## config.mk

```make
export PLATFORM = sky130hd
export DESIGN_NAME = hnf_sn_read_tracker
export DESIGN_NICKNAME = d
export VERILOG_FILES = /design/src/rtl/hnf_sn_read_tracker_pkg.sv /design/src/rtl/hnf_lcrd_counter.sv /design/src/rtl/hnf_sn_read_tracker.sv
export SDC_FILE = /design/constraint.sdc
export NUM_CORES = 1
export LEC_CHECK = 0
export CORE_MARGIN = 2
export CORE_UTILIZATION = 51
export CTS_CLUSTER_SIZE = 16
export DETAILED_ROUTE_END_ITERATION = 10
export HOLD_SLACK_MARGIN = 0.05
export PLACE_DENSITY = 0.85
export SYNTH_ARGS = -nofsm -noshare
export SYNTH_HDL_FRONTEND = slang
export SYNTH_SLANG_ARGS = --single-unit
```

## constraint.sdc

```tcl
create_clock -name clock -period 2.7 [get_ports clock]
set_input_delay 0.405 -clock clock [delete_from_list [all_inputs] [get_ports clock]]
set_output_delay 0.405 -clock clock [all_outputs]
set_load 0.01 [all_outputs]
```

## src/rtl/hnf_sn_read_tracker_pkg.sv

```systemverilog
// Shared CHI types and constants for the HN-F to SN ReadNoSnp tracker.
// Flit layouts are reduced to the fields this tracker touches.
package hnf_sn_read_tracker_pkg;

  localparam int NUM_ENTRIES = 4;
  localparam int RSP_CREDITS = 4;
  localparam int IDX_W       = $clog2(NUM_ENTRIES);

  typedef enum logic [2:0] {
    ST_IDLE,
    ST_WAIT_ISSUE,
    ST_WAIT_RSP,
    ST_WAIT_PCRD,
    ST_REISSUE
  } entry_state_e;

  localparam logic [4:0] RSP_RETRYACK    = 5'h03;
  localparam logic [4:0] RSP_PCRDGRANT   = 5'h07;
  localparam logic [4:0] RSP_READRECEIPT = 5'h08;
  localparam logic [5:0] REQ_READNOSNP   = 6'h04;

  typedef struct packed {
    logic [6:0]  TgtID;
    logic [6:0]  SrcID;
    logic [7:0]  TxnID;
    logic [6:0]  ReturnNID;
    logic [5:0]  Opcode;
    logic [47:0] Addr;
    logic        AllowRetry;
    logic [3:0]  PCrdType;
  } reqflit_t;

  typedef struct packed {
    logic [6:0] TgtID;
    logic [6:0] SrcID;
    logic [7:0] TxnID;
    logic [4:0] Opcode;
    logic [3:0] PCrdType;
  } rspflit_t;

endpackage

```

## src/rtl/hnf_lcrd_counter.sv

```systemverilog
// Saturating up/down link-credit counter.
// Simultaneous return and spend leave the count unchanged.
module hnf_lcrd_counter #(
  parameter int W = 4
) (
  input  logic         clock,
  input  logic         reset,
  input  logic         inc_i,
  input  logic         dec_i,
  output logic [W-1:0] cnt_o
);

  logic [W-1:0] cnt_q, cnt_d;

  always_comb begin
    cnt_d = cnt_q;
    if (inc_i && !dec_i && cnt_q != '1)
      cnt_d = cnt_q + 1'b1;
    else if (dec_i && !inc_i && cnt_q != '0)
      cnt_d = cnt_q - 1'b1;
  end

  always_ff @(posedge clock or negedge reset) begin
    if (!reset) cnt_q <= '0;
    else        cnt_q <= cnt_d;
  end

  assign cnt_o = cnt_q;

endmodule

```

## src/rtl/hnf_sn_read_tracker.sv

```systemverilog
// Tracks ReadNoSnp requests from SLC to SN with link credits,
// retry / protocol-credit handling and RXRSP credit return.
module hnf_sn_read_tracker
  import hnf_sn_read_tracker_pkg::*;
(
  input  logic     clock,
  input  logic     reset,
  input  reqflit_t read_no_snp,
  input  logic     read_no_snp_v,
  output logic     read_no_snp_ready,
  output reqflit_t txreq_flit,
  output logic     txreq_flitv,
  input  logic     txreq_lcrdv,
  input  rspflit_t rxrsp_flit,
  input  logic     rxrsp_flitv,
  output logic     rxrsp_lcrdv,
  output logic     busy,
  output logic     err_unexp_rsp
);

  typedef logic [IDX_W-1:0] idx_t;
  localparam logic [2:0] PG_MAX = 3'd4;

  entry_state_e st_q [NUM_ENTRIES];
  entry_state_e st_d [NUM_ENTRIES];
  reqflit_t     fl_q [NUM_ENTRIES];
  reqflit_t     fl_d [NUM_ENTRIES];
  logic [3:0]   pt_q [NUM_ENTRIES];
  logic [3:0]   pt_d [NUM_ENTRIES];

  logic [2:0] pg_q, pg_d;
  logic [2:0] ini_q, ini_d;
  logic [2:0] ret_q, ret_d;
  reqflit_t   tx_q, tx_d;
  logic       txv_q, lv_q, lv_d, err_q, err_d, en_q;

  logic alloc_ok, send_ok, pw_ok, gr_ok, any_busy;
  idx_t alloc_idx, send_idx, pw_idx, gr_idx, rsp_idx;
  logic do_alloc, do_send, do_cons;
  logic hit, is_rr, is_ra, is_pg;
  logic [3:0] cred_cnt;
  logic unused_rsp;

  hnf_lcrd_counter #(.W(4)) u_txreq_crd (
    .clock (clock),
    .reset (reset),
    .inc_i (txreq_lcrdv),
    .dec_i (do_send),
    .cnt_o (cred_cnt)
  );

  assign unused_rsp = ^{rxrsp_flit.TgtID, rxrsp_flit.SrcID};

  // Descending scans so the lowest index wins.
  always_comb begin
    alloc_ok  = 1'b0;
    alloc_idx = '0;
    send_ok   = 1'b0;
    send_idx  = '0;
    pw_ok     = 1'b0;
    pw_idx    = '0;
    any_busy  = 1'b0;
    for (int i = NUM_ENTRIES - 1; i >= 0; i--) begin
      if (st_q[i] == ST_IDLE) begin
        alloc_ok  = 1'b1;
        alloc_idx = idx_t'(i);
      end else begin
        any_busy = 1'b1;
      end
      if (st_q[i] == ST_WAIT_ISSUE || st_q[i] == ST_REISSUE) begin
        send_ok  = 1'b1;
        send_idx = idx_t'(i);
      end
      if (st_q[i] == ST_WAIT_PCRD) begin
        pw_ok  = 1'b1;
        pw_idx = idx_t'(i);
      end
    end
  end

  assign read_no_snp_ready = en_q && alloc_ok;
  assign busy              = any_busy;
  assign do_alloc          = read_no_snp_v && read_no_snp_ready;
  assign do_send           = send_ok && (cred_cnt != 4'd0);
  assign do_cons           = pw_ok && (pg_q != 3'd0);

  assign rsp_idx = rxrsp_flit.TxnID[IDX_W-1:0];
  assign hit     = (rxrsp_flit.TxnID < 8'(NUM_ENTRIES))
                && (st_q[rsp_idx] == ST_WAIT_RSP);
  assign is_rr   = rxrsp_flitv && (rxrsp_flit.Opcode == RSP_READRECEIPT);
  assign is_ra   = rxrsp_flitv && (rxrsp_flit.Opcode == RSP_RETRYACK);
  assign is_pg   = rxrsp_flitv && (rxrsp_flit.Opcode == RSP_PCRDGRANT);
  assign err_d   = rxrsp_flitv && !is_pg && !((is_rr || is_ra) && hit);

  // A grant skips the entry already taking a banked grant this cycle.
  always_comb begin
    gr_ok  = 1'b0;
    gr_idx = '0;
    for (int i = NUM_ENTRIES - 1; i >= 0; i--) begin
      if (st_q[i] == ST_WAIT_PCRD && pt_q[i] == rxrsp_flit.PCrdType
          && !(do_cons && pw_idx == idx_t'(i))) begin
        gr_ok  = 1'b1;
        gr_idx = idx_t'(i);
      end
    end
  end

  always_comb begin
    st_d = st_q;
    fl_d = fl_q;
    pt_d = pt_q;
    pg_d = pg_q;
    if (do_alloc) begin
      st_d[alloc_idx]            = ST_WAIT_ISSUE;
      fl_d[alloc_idx]            = read_no_snp;
      fl_d[alloc_idx].TxnID      = 8'(alloc_idx);
      fl_d[alloc_idx].AllowRetry = 1'b1;
      fl_d[alloc_idx].PCrdType   = '0;
    end
    if (do_send)
      st_d[send_idx] = ST_WAIT_RSP;
    if (is_rr && hit)
      st_d[rsp_idx] = ST_IDLE;
    if (is_ra && hit) begin
      st_d[rsp_idx] = ST_WAIT_PCRD;
      pt_d[rsp_idx] = rxrsp_flit.PCrdType;
    end
    if (do_cons) begin
      st_d[pw_idx]            = ST_REISSUE;
      fl_d[pw_idx].AllowRetry = 1'b0;
      fl_d[pw_idx].PCrdType   = pt_q[pw_idx];
      pg_d                    = pg_q - 3'd1;
    end
    if (is_pg) begin
      if (gr_ok) begin
        st_d[gr_idx]            = ST_REISSUE;
        fl_d[gr_idx].AllowRetry = 1'b0;
        fl_d[gr_idx].PCrdType   = rxrsp_flit.PCrdType;
      end else if (pg_d != PG_MAX) begin
        pg_d = pg_d + 3'd1;
      end
    end
  end

  always_comb begin
    tx_d = tx_q;
    if (do_send) tx_d = fl_q[send_idx];
  end

  // Initial credit burst first; owed returns bank in ret_q meanwhile.
  always_comb begin
    ini_d = ini_q;
    ret_d = ret_q;
    lv_d  = 1'b0;
    if (ini_q != 3'(RSP_CREDITS)) begin
      lv_d  = 1'b1;
      ini_d = ini_q + 3'd1;
      if (rxrsp_flitv && ret_q != 3'd7) ret_d = ret_q + 3'd1;
    end else begin
      lv_d = rxrsp_flitv || (ret_q != 3'd0);
      if (!rxrsp_flitv && lv_d) ret_d = ret_q - 3'd1;
    end
  end

  always_ff @(posedge clock or negedge reset) begin
    if (!reset) begin
      for (int i = 0; i < NUM_ENTRIES; i++) begin
        st_q[i] <= ST_IDLE;
        fl_q[i] <= '0;
        pt_q[i] <= '0;
      end
      pg_q  <= '0;
      ini_q <= '0;
      ret_q <= '0;
      tx_q  <= '0;
      txv_q <= 1'b0;
      lv_q  <= 1'b0;
      err_q <= 1'b0;
      en_q  <= 1'b0;
    end else begin
      st_q  <= st_d;
      fl_q  <= fl_d;
      pt_q  <= pt_d;
      pg_q  <= pg_d;
      ini_q <= ini_d;
      ret_q <= ret_d;
      tx_q  <= tx_d;
      txv_q <= do_send;
      lv_q  <= lv_d;
      err_q <= err_d;
      en_q  <= 1'b1;
    end
  end

  assign txreq_flit    = tx_q;
  assign txreq_flitv   = txv_q;
  assign rxrsp_lcrdv   = lv_q;
  assign err_unexp_rsp = err_q;

endmodule

```

### After elaboration in Yosys (flattened, before gate mapping)

Index checks and enable logic that the tools add are counted.

| word-level totals | value |
|---|---|
| register bits after elaboration | 485 |
| output and inout bits | 93 |
| word-level logic and storage cells | 289 |

| operators by class | value |
|---|---|
| add/sub/neg operators | 7 |
| order comparisons | 11 |
| equality and inequality tests | 28 |
| multiplexer cells | 103 |
| bitwise gates (word level) | 22 |
| reduce and logical (&&, ||, !) cells | 62 |

Operators by type and width:

| cell | number |
|---|---|
| $bwmux W352 | 8 |
| $demux W88 S2 | 8 |
| $mux W352 | 4 |
| $mux W88 | 3 |
| $bmux W88 S2 | 1 |
| $mux W12 | 7 |
| $mux W74 | 1 |
| $mux W3 | 14 |
| $logic_and A1 B1 Y1 | 36 |
| $and A8 B8 Y8 | 4 |
| $mux W2 | 16 |
| $mux W4 | 8 |
| $not A8 Y8 | 4 |
| $demux W3 S2 | 5 |
| $mux W1 | 21 |
| $bwmux W16 | 1 |
| $eq A4 B4 Y1 | 4 |
| $or A4 B4 Y4 | 4 |
| $eq A3 B2 Y1 const B | 5 |
| $ge A3 B3 Y1 const B | 5 |
| $lt A3 B1 Y1 const B | 5 |
| $mux W5 | 3 |
| $not A2 Y3 | 5 |
| $and A12 B12 Y12 | 1 |
| 30 further kinds | 60 |

### Logic depth before layout (Yosys ltp)

Gate-level depths: netlist of the first run.

| depth | value |
|---|---|
| depth in word-level cells | 24 |
| gate-level depth with buffers | 11 |
| mapped depth without buffers | 11 |

### Hierarchy

A second synthesis of the first run with hierarchy kept.

| second synthesis, totals | value |
|---|---|
| cell total of the unflattened synthesis | 1586 |
| area, all modules | 20617.3 µm² |

By module, submodules not included:

| module | instances | cells an instance | area an instance (µm²) | sequential area each (µm²) |
|---|---|---|---|---|
| hnf_sn_read_tracker | 1 | 1566 | 20360.8 | 12036.5 |
| hnf_lcrd_counter | 1 | 20 | 256.5 | 100.1 |

### Least setup slack after synthesis of the first run

No wires, ideal clock.

| timing path | value |
|---|---|
| path kind | reg2reg |
| start | reg u_txreq_crd.cnt_q[1], in the netlist u_txreq_crd.cnt_o[1] |
| end | reg u_txreq_crd.cnt_q[3], in the netlist u_txreq_crd.cnt_o[3] |
| setup time | 0.079 ns |
| data arrival time | 2.455 ns |
| data required time | 2.621 ns |
| setup slack | 0.166 ns |
| cell stages (with the launch flop) | 10 |
| buffers on the path | 1 |
| cell sequence | dfrtp_1 > or4_1 > clkbuf_1 > o31ai_4 > nand3_1 > ha_1 > a21o_1 > a21oi_1 > mux2i_1 > xor2_1 |

| on the way | value |
|---|---|
| longest elaborated chain between the ends | 6 |
| elaborated cells on any way between the ends | 13 |
| classes of those cells | 2 x add/sub; 1 x eq/ne; 2 x mux; 8 x reduce/logical |

Ends and longest elaborated chain:

| item | line | source |
|---|---|---|
| start: declaration | hnf_lcrd_counter.sv:13 | `logic [W-1:0] cnt_q, cnt_d;` |
| start signal: assignment | hnf_lcrd_counter.sv:25 | `else cnt_q <= cnt_d;` |
| parallel branches: the longest is 6 deep, another holds $sub A4 B1 Y4 | - |  |

Parallel ways; which one is timed is not known. The select of a mux whose other input is x is not followed.
A chain may end at the register's enable or synchronous reset.

### Worst setup path after layout of the first run

| timing path | value |
|---|---|
| start | reg st_q[7] (netlist name) |
| end | out read_no_snp_ready |

| on the way | value |
|---|---|
| longest elaborated chain between the ends | 4 |

Ends and longest elaborated chain:

| item | line | source |
|---|---|---|
| start: declaration | hnf_sn_read_tracker.sv:24 | `entry_state_e st_q [NUM_ENTRIES];` |
| start signal: assignment | hnf_sn_read_tracker.sv:181 | `st_q <= st_d;` |
| $logic_not A3 Y1 | hnf_sn_read_tracker.sv:64 | `if (st_q[i] == ST_IDLE) begin` |
| $mux W1 (2 in series) | hnf_sn_read_tracker.sv:64 |  |
| $logic_and A1 B1 Y1 | hnf_sn_read_tracker.sv:81 | `assign read_no_snp_ready = en_q && alloc_ok;` |
| end: declaration | hnf_sn_read_tracker.sv:10 | `output logic read_no_snp_ready,` |

No other way between the ends.

==> summary.md, run 1 <==
| Metric | Value |
|---|---|
| Status | finished clean |
| Cells after synthesis | 1588 |
| Worst skew pair latency | 0.60 ns |
| Critical path launch point type | register |
| Kind of critical path | register to output pin |
| Worst rel slew slack | 58.4% |
| Pwr Density | 1260 nW/um2 |
| Clock-pin slew of the registers on the worst-case setup and hold paths | 0.06 ns |
| Gr usage total | 24.5% |
| Top-area cell type share of the netlist area | 59.0% |
| Final nets | 1927 |
| Clk_skew | 0.0274 ns |
| CP Max Fanout | 8 |
| Global-route wire length before repair | 81100 um |
| Endpoint type of the worst setup path | output pin |
| Arrival time worst endpoint | 2.21 ns |
| Final period util | 96.7% |
| Sequential area share after synthesis | 59.0% |
| Number of fill cells | 2889 |
| Synth Register Bits | 485 |
| Routed WL | 51100 um |
| Post-DP HPWL | 30900 um |
| Sink Count | 485 |
| CTS Root Cell | clkbuf_16 |
| Number of max-cap violations | 0 |
| Most common cell in the netlist | dfrtp_1 |
| Initial detailed-routing violation count | 1210 |
| Max-slew violations | 0 |
| RSZ-0062 raised after global routing | false |
| Final min period | 2.61 ns |
| Avg Cell Area, Syn | 13.0 um2 |
| Initial Utilization | 51.7% |
| CTS buffer count | 50 |
| Critical path required time | 2.30 ns |
| Placeable core region | 39800 um2 |
| Commonest cells post-synth | dfrtp_1 (485), mux2_2 (318), a21oi_1 (117) |
| DRT Pass-1 Iters | 8 |
| Port buffer count | 189 |
| Wire length per cell | 21.6 um |
| Max Fclk | 383 MHz |
| Count of final setup violators | 0 |
| Vias after detailed routing | 14.1k |
| VDD IR max | 1.40 mV |
| Post-Layout Cell Count | 2362 |
| Initial antenna violation count | 3 |
| Unique masters post-synth | 59 |
| Share of post-route cells with drive strength above 1 | 27.5% |
| CTS HTree Levels | 2 |
| Post-synth EDFFs | 0 |
| Chip width | 205 um |
| Synth Net Count | 1722 |
| Routability cong. | 0.889 |
| Yosys top cell by area | dfrtp_1 |
| Ys Warns | 0 |
| Post-route ant nets | 0 |
| Largest net degree at the start of global routing | 106 |
| Post-CTS setup buffer count | 0 |
| Worst-Margin Slew | 0.618 ns |
| Cell Rows | 73 |
| Die ar. | 42000 um2 |
| Number of vias per cell | 5.97 |
| FFs w/ async S/R, synth | 100% |
| DRC | 0 |
| Mapped Area | 20600 um2 |
| Vias in the first global route | 15.2k |
| Area grow syn2layout | 23.7% |
| Die H | 205 um |
| Setup TNS | 0 ns |
| Worst Hold Class | primary input to asynchronous set/reset pin |
| Inst Count DP | 2265 |
| Top FF cell, synth | dfrtp_1 |
| GRT overflow | 0 |
| Final Hold Violating Endpoints | 0 |
| Cell leakage power | 0.0115 uW |
| Synth area leaders | dfrtp_1 (59%), mux2_2 (17%), a222oi_1 (4.3%) |
| CTS tree | built |
| Deepest clock path buffer count | 3 |
| I/O pins | 217 |
==> per-stage QoR <==
stage               hold WS (ns)  total power, uW  area, um2  utilization (%)  setup slack, ns
finish                     0.413            32100      25500             63.9           0.0892
global route               0.455            33900      25500             63.9           0.0115
CTS                        0.404            32200      25400             63.9           0.0434
detailed placement         0.432            24700      23600             59.4           0.0123
global placement           0.421            23900      23600             59.4           0.0442
floorplan                  0.109            19900      20600                -            0.166
==> logic make-up (layout without fill, tap and decap cells) <==
family / count (synthesis) / in the layout / share of synthesized area [%]
xor gates and xnor gates: 28 / 28 / 1.19
buffers and inverters: 127 / 373 / 2.53
muxes: 327 / 327 / 17.9
adders and majority gates: 10 / 10 / 0.681
and+or+nand+nor: 256 / 256 / 6.12
AOI/OAI and AO/OA: 354 / 354 / 12.6
other: 1 / 4 / 0.0182
DFF: 485 / 485 / 59.0
==> state kept, by name (all words and copies together) (netlist names) <==
| name | count |
|---|---|
| fl_q | 352 |
| u_txreq_crd.cnt_o | 4 |
| err_unexp_rsp | 1 |
| rxrsp_lcrdv | 1 |
| st_q | 12 |
| txreq_flitv | 1 |
| ini_q | 3 |
| ret_q | 3 |
| pt_q | 16 |
| en_q | 1 |
| txreq_flit | 88 |
| pg_q | 3 |
==> cell usage in the layout (no fill, tap or decap), types with 10 or more instances in the layout <==
cell,n
a21o_1,92
a21oi_1,117
a222oi_1,88
a22oi_1,11
buf_12,29
buf_4,44
clkbuf_16,51
clkbuf_8,10
clkdlybuf4s50_1,188
clkinv_2,10
dfrtp_1,485
inv_1,17
mux2_2,318
nand2_1,108
nor2_1,46
nor2b_1,33
nor3_1,13
o21ai_0,19
xnor2_1,17
xor2_1,11
==> timing repair <==
| action | 4_1_cts | 5_1_grt |
|---|---|---|
| pin swaps | 0 | 0 |
| hold buffers | 1 | 0 |
| gates resized for setup | 2 | 1 |
| setup endpoints to repair | 2 | 1 |
| hold endpoints to repair | 57 | 0 |
==> power by group <==
| part | total, uW | internal (uW) | switching [uW] |
|---|---|---|---|
| Clock | 7310 | 4420 | 2890 |
| Combinational | 12500 | 6170 | 6350 |
| Sequential | 12300 | 10400 | 1850 |
==> critical path: stages (launching register included) <==
cell	delay, ns
dfrtp_1	0.38
buf_4	0.19
nor3_4	0.28
o41a_1	0.22
clkdlybuf4s50_1	0.56
==> cell type report <==
cell class	count	area (um2)	share of cell area (%)
Antenna cell	3	7.51	0.0295
Tap cell	525	657	2.58
Clock buffer	69	1440	5.67
Sequential cell	485	12100	47.7
Timing Repair Buffer	263	2820	11.1
Clock inverter	24	332	1.30
Multi-Input combinational cell	976	7990	31.4
Inverter	17	63.8	0.251
==> layer usage <==
layer,up-vias,GRT usage [%],routed length [um],share of wire (%)
met5,-,0,0,0
li1,6238,-,-,-
met4,0,8.61,1550,3.0
met3,105,4.87,3140,6.1
met2,507,43.6,26300,51
met1,7247,29.5,20100,39
==> final timing paths <==
check	start	depth (start not counted)	end	slack, ns
worst max register to register	st_q[0]	9	u_txreq_crd.cnt_o[3]	0.16
worst min register to register	fl_q[67]	1	fl_q[67]	0.47
worst min-delay path	reset	2	pt_q[3]	0.41
max in group asynchronous	reset	3	fl_q[224]	1.50
min in group clock	fl_q[67]	1	fl_q[67]	0.47
worst max-delay path	st_q[7]	4	read_no_snp_ready	0.09
Power figures use the tool's default switching activity.
==> run 2: changes to the inputs <==
- CORE_UTILIZATION: 51 -> 25
- MAX_ROUTING_LAYER: default -> met4
- PLACE_DENSITY: 0.85 -> 0.52
==> run 2 against run 1 <==
  * Cell area up 4.8%
  * Via count decreased by 0.24%
  * Register-to-register slack gained 0.02 ns
  * Combinational power up 4%
  * Setup slack got worse by 0.0076 ns
  * First-iteration DRC count down 26%
  * Non-clock buffer count increased by 30
  * Total power rose by 2.4%
==> summary.md, run 2 (synthesized netlist as in run 1, its figures left out) <==
| Metric | Value |
|---|---|
| Worst hold slack | 0.430 ns |
| Placeable core region | 81800 um2 |
| Crit-path cells | buf_4, nor3_2, o41a_1, clkdlybuf4s50_1 |
| Max Fclk | 382 MHz |
| Initial Utilization | 25.1% |
| Chip width | 291 um |
| Number of max-cap violations | 0 |
| Wire length per cell | 19.3 um |
| Worst skew pair latency | 0.61 ns |
| Worst rel slew slack | 46.3% |
| Die ar. | 84600 um2 |
| Final period util | 97.0% |
| Clk_skew | 0.0247 ns |
| Largest net degree at the start of global routing | 108 |
| CP Max Fanout | 4 |
| Sink Count | 485 |
| CTS Root Cell | clkbuf_16 |
| Final nets | 1963 |
| Arrival time worst endpoint | 2.21 ns |
| DRT Pass-1 Iters | 6 |
| GRT overflow | 0 |
| Pwr Density | 1230 nW/um2 |
| Multi-input logic area | 8020 um2 |
| Worst Hold Class | primary input to asynchronous set/reset pin |
| R2r setup slk | 0.18 ns |
| Number of fill cells | 8021 |
| Worst-Margin Slew | 0.805 ns |
| Deepest clock path buffer count | 3 |
| Initial antenna violation count | 7 |
| Routability cong. | 0.783 |
| CTS tree | built |
| I/O pins | 217 |
| Sequential cell area | 12100 um2 |
| Port buffer count | 189 |
| Cell Rows | 105 |
| Number of vias per cell | 4.77 |
| Status | finished clean |
| Vias in the first global route | 15.2k |
| Post-DP HPWL | 35900 um |
| DRC | 0 |
| Biggest register | fl_q |
| Setup TNS | 0 ns |
| VDD IR max | 1.27 mV |
| CTS HTree Levels | 2 |
| Initial detailed-routing violation count | 897 |
| Clock-pin slew of the registers on the worst-case setup and hold paths | 0.06 ns |
| Final Hold Violating Endpoints | 0 |
| Inst Count DP | 2839 |
| Slowest-stage cell, CP | clkdlybuf4s50_1 |
| Vias after detailed routing | 14.1k |
| Kind of critical path | register to output pin |
| Post-route ant nets | 0 |
| Cell leakage power | 0.0118 uW |
| Worst path max stage delay | 0.50 ns |
| Endpoint type of the worst setup path | output pin |
| Gr usage total | 13.8% |
| Critical path required time | 2.30 ns |
| Max-slew violations | 0 |
| Global-route wire length before repair | 89600 um |
| Final min period | 2.62 ns |
| Commonest non-fill, non-tap cell in the layout | dfrtp_1 |
| Critical path launch point type | register |
| Post-Layout Cell Count | 2950 |
| Number of flip-flops under the largest register name | 352 |
| Commonest non-fill, non-tap cells in the layout | dfrtp_1 (484), mux2_2 (318), clkdlybuf4s50_1 (188) |
| Routed WL | 56800 um |
| Count of final setup violators | 0 |
| CTS buffer count | 56 |
| Share of post-route cells with drive strength above 1 | 29.3% |
| Die H | 291 um |
| RSZ-0062 raised after global routing | false |
| Area grow syn2layout | 29.6% |
==> run 2: cell count changes in the layout (fill, tap and decap cells not counted), moves of 4 or more <==
cell and change:
clkbuf_8 +9, diode_2 +4, bufinv_16 -5, clkbuf_16 +6, buf_12 +12, buf_4 +18
==> run 2: repair_timing <==
action | 4_1_cts | 5_1_grt
setup buffers | 0 | 1
pin swaps | 0 | 1
hold buffers | 1 | 0
endpoints found under the hold margin | 67 | 0
resized for setup | 4 | 5
cloned | 0 | 0
setup endpoints to repair | 3 | 3
==> run 2: worst paths after layout <==
check / start / endpoint / cells past startpoint
worst min-delay path: reset / txreq_flit[0] / 2
max in group asynchronous: reset / txreq_flit[62] / 3
min in group clock: fl_q[66] / fl_q[66] / 1
worst min register to register: fl_q[66] / fl_q[66] / 1
worst max-delay path: st_q[8] / read_no_snp_ready / 4
worst max register to register: st_q[5] / pg_q[0] / 9
==> run 2: where the power goes <==
part,internal [uW],leakage (uW),switching (uW)
registers,10400,0.00608,1720
clock network,4590,0.000939,3110
logic,6460,0.00477,6560
total,21500,0.0118,11400
==> run 2: worst max-delay path, delay by kind of cell (launching register included) <==
family | cells | cell delay (ns)
buf+inv | 2 | 0.67
simple gates | 1 | 0.05
compound gates | 1 | 0.44
flops | 1 | 0.44
==> run 2: metal layers <==
metal  global-route usage, %  part of all wire (%)  up-vias
met2                    22.9                    50      304
met1                    16.8                    43     7345
met4                    4.50                   2.4        0
met5                       -                     0        -
met3                    2.71                   4.8       92
li1                        -                     -     6322
==> run 2: layout make-up <==
cell class | instances | area share, %
Antenna cell | 7 | 0.0657
Clock buffer | 86 | 6.47
Clock inverter | 16 | 0.647
Inverter | 17 | 0.239
Multi-Input combinational cell | 976 | 30.1
Sequential cell | 485 | 45.5
Tap cell | 1070 | 5.02
Timing Repair Buffer | 293 | 12.0
==> run 2: metrics by stage <==
| stage | instance area [um2] | worst slack [ns] | util, % | power, uW |
|---|---|---|---|---|
| 2_1_floorplan | 20600 | 0.166 | - | 19900 |
| 3_3_place_gp | 24700 | -0.00311 | 30.2 | 24900 |
| 3_5_place_dp | 24700 | -0.0406 | 30.2 | 25400 |
| 4_1_cts | 26600 | 0.00989 | 32.5 | 33400 |
| 5_1_grt | 26700 | 0.00137 | 32.6 | 35100 |
| 6_report | 26700 | 0.0816 | 32.6 | 32900 |
==> run 3: changes to the inputs <==
- CTS_CLUSTER_DIAMETER: default -> 200
- SETUP_SLACK_MARGIN: default -> 0.05
==> run 3 against run 2 <==
  * Sequential share of layout area is 1.7 points higher
  * Critical path depth is 1 lower
  * Worst hold slack better by 0.041 ns
  * Clock skew is 0.0087 ns lower
  * Final cell count is 2.1% lower
  * Non-clock buffer count stayed put
  * Maximum frequency is 2.0% higher
  * Clock power is 35% lower
  * Global-route usage is 0.099 points lower
  * Critical path type unchanged
  * Critical endpoint unchanged
==> summary.md, run 3 (synthesized netlist as in run 1, its figures left out) <==
| Metric | Value |
|---|---|
| Final instance area | 25700 um2 |
| Count of final setup violators | 0 |
| Gr usage total | 13.7% |
| Final nets | 1943 |
| Commonest non-fill, non-tap cell in the layout | dfrtp_1 |
| Largest net degree at the start of global routing | 108 |
| Share of post-route cells with drive strength above 1 | 27.6% |
| Status | finished clean |
| Initial Utilization | 25.1% |
| Number of max-cap violations | 0 |
| Clk network pwr share | 16.5% |
| Global-route wire length before repair | 88800 um |
| Post-DP HPWL | 35900 um |
| Flop pwr share | 40.2% |
| Overall Power | 30100 uW |
| Critical path launch point type | register |
| CP Max Fanout | 7 |
| Cell Rows | 105 |
| Final min period | 2.57 ns |
| Worst Hold Class | register to register |
| Endpoint type of the worst setup path | output pin |
| Vias in the first global route | 14.9k |
| Commonest non-fill, non-tap cells in the layout | dfrtp_1 (481), mux2_2 (318), clkdlybuf4s50_1 (188) |
| Clk_skew | 0.0161 ns |
| Cell leakage power | 0.0113 uW |
| Crit-path cells | nor3_2, o41a_1, clkdlybuf4s50_1 |
| Number of flip-flops under the largest register name | 352 |
| Max-slew violations | 0 |
| Sink Count | 485 |
| Final Hold Violating Endpoints | 0 |
| CTS HTree Levels | 2 |
| Wire length per cell | 19.5 um |
| Logic pwr share | 43.3% |
| Worst path max stage delay | 0.56 ns |
| DRC | 0 |
| Worst skew pair latency | 0.55 ns |
| GRT overflow | 0 |
| CTS buffer count | 36 |
| CTS Root Cell | clkbuf_16 |
| P_sw | 10800 uW |
| Max Fclk | 390 MHz |
| Initial detailed-routing violation count | 947 |
| DRT Pass-1 Iters | 6 |
| Vias after detailed routing | 13.8k |
| Biggest register | fl_q |
| RSZ-0062 raised after global routing | true |
| CTS tree | built |
| Area grow syn2layout | 25.1% |
| Routability cong. | 0.783 |
| Final period util | 95.0% |
| Kind of critical path | register to output pin |
| Core Util, Final | 31.5% |
| Die H | 291 um |
| Clock-pin slew of the registers on the worst-case setup and hold paths | 0.08 ns |
| Slowest-stage cell, CP | dfrtp_1 |
| Critical path required time | 2.30 ns |
| Setup TNS | 0 ns |
| Arrival time worst endpoint | 2.16 ns |
| VDD IR max | 1.30 mV |
| Worst-Margin Slew | 0.802 ns |
| Worst rel slew slack | 46.5% |
| I/O pins | 217 |
| Routed WL | 56400 um |
| Area of placed instances | 24700 um2 |
| Placeable core region | 81800 um2 |
| Post-route ant nets | 0 |
| Pwr Density | 1170 nW/um2 |
| Port buffer count | 189 |
| Number of vias per cell | 4.78 |
| Internal power | 19300 uW |
| Deepest clock path buffer count | 3 |
| Chip width | 291 um |
| Initial antenna violation count | 8 |
| Net Sw Frac | 35.9% |
| Die ar. | 84600 um2 |
[run 3: worst max-delay path, delay by kind of cell, from the launching register on]
family	cells	cell delay, ns
flip-flops	1	0.56
buffers and inverters	1	0.50
AO/OA/AOI/OAI	1	0.44
AND/OR/NAND/NOR	1	0.11
[run 3: power groups by stage]
stage,sequential [uW],clock (uW),combinational (uW)
after floorplan,12000,0,7930
after global placement,12000,0,12900
after detailed placement,12200,0,13200
after CTS,12100,5230,13300
after global routing,12500,5500,14300
final,12100,4980,13000
[run 3: path summary, 6_finish.rpt]
check | slack (ns) | cells after the start | from | to
worst min register to register | 0.47 | 1 | fl_q[66] | fl_q[66]
min in group asynchronous | 0.49 | 2 | reset | txreq_flit[0]
worst max-delay path | 0.13 | 3 | st_q[7] | read_no_snp_ready
worst max register to register | 0.21 | 9 | st_q[11] | txreq_flit[47]
worst min-delay path | 0.47 | 1 | fl_q[66] | fl_q[66]
max in group asynchronous | 1.37 | 3 | reset | fl_q[232]
[run 3: stage by stage]
stage / worst slack (ns) / hold slack (ns) / cells
after detailed placement: -0.0406 / 0.455 / 2839
after CTS: 0.0679 / 0.476 / 2878
after floorplan: 0.166 / 0.109 / 1588
final: 0.134 / 0.471 / 2887
after global routing: 0.0319 / 0.487 / 2887
after global placement: -0.00311 / 0.451 / 2839
[run 3: repair_timing]
item	in CTS	in global routing
endpoints found under the hold margin	67	0
resized for setup	5	10
hold buffers	1	0
setup endpoints to repair	3	3
pin swaps	0	1
setup buffers	0	1
[run 3: area by class of cell]
class	instances	area, um2
Fill cell	8093	56100
Sequential cell	485	12100
Multi-Input combinational cell	976	8050
Timing Repair Buffer	293	3190
Tap cell	1070	1340
Clock buffer	37	926
Inverter	17	63.8
Antenna cell	8	20.0
Clock inverter	1	16.3
[run 3: metal layers]
metal	part of all wire (%)	global-route usage, %	wire (um)	vias up
met1	43	16.8	24400	7213
met2	50	22.9	28100	292
li1	-	-	-	6233
met3	4.6	2.33	2590	74
met4	2.4	4.47	1350	0
met5	0	-	0	-
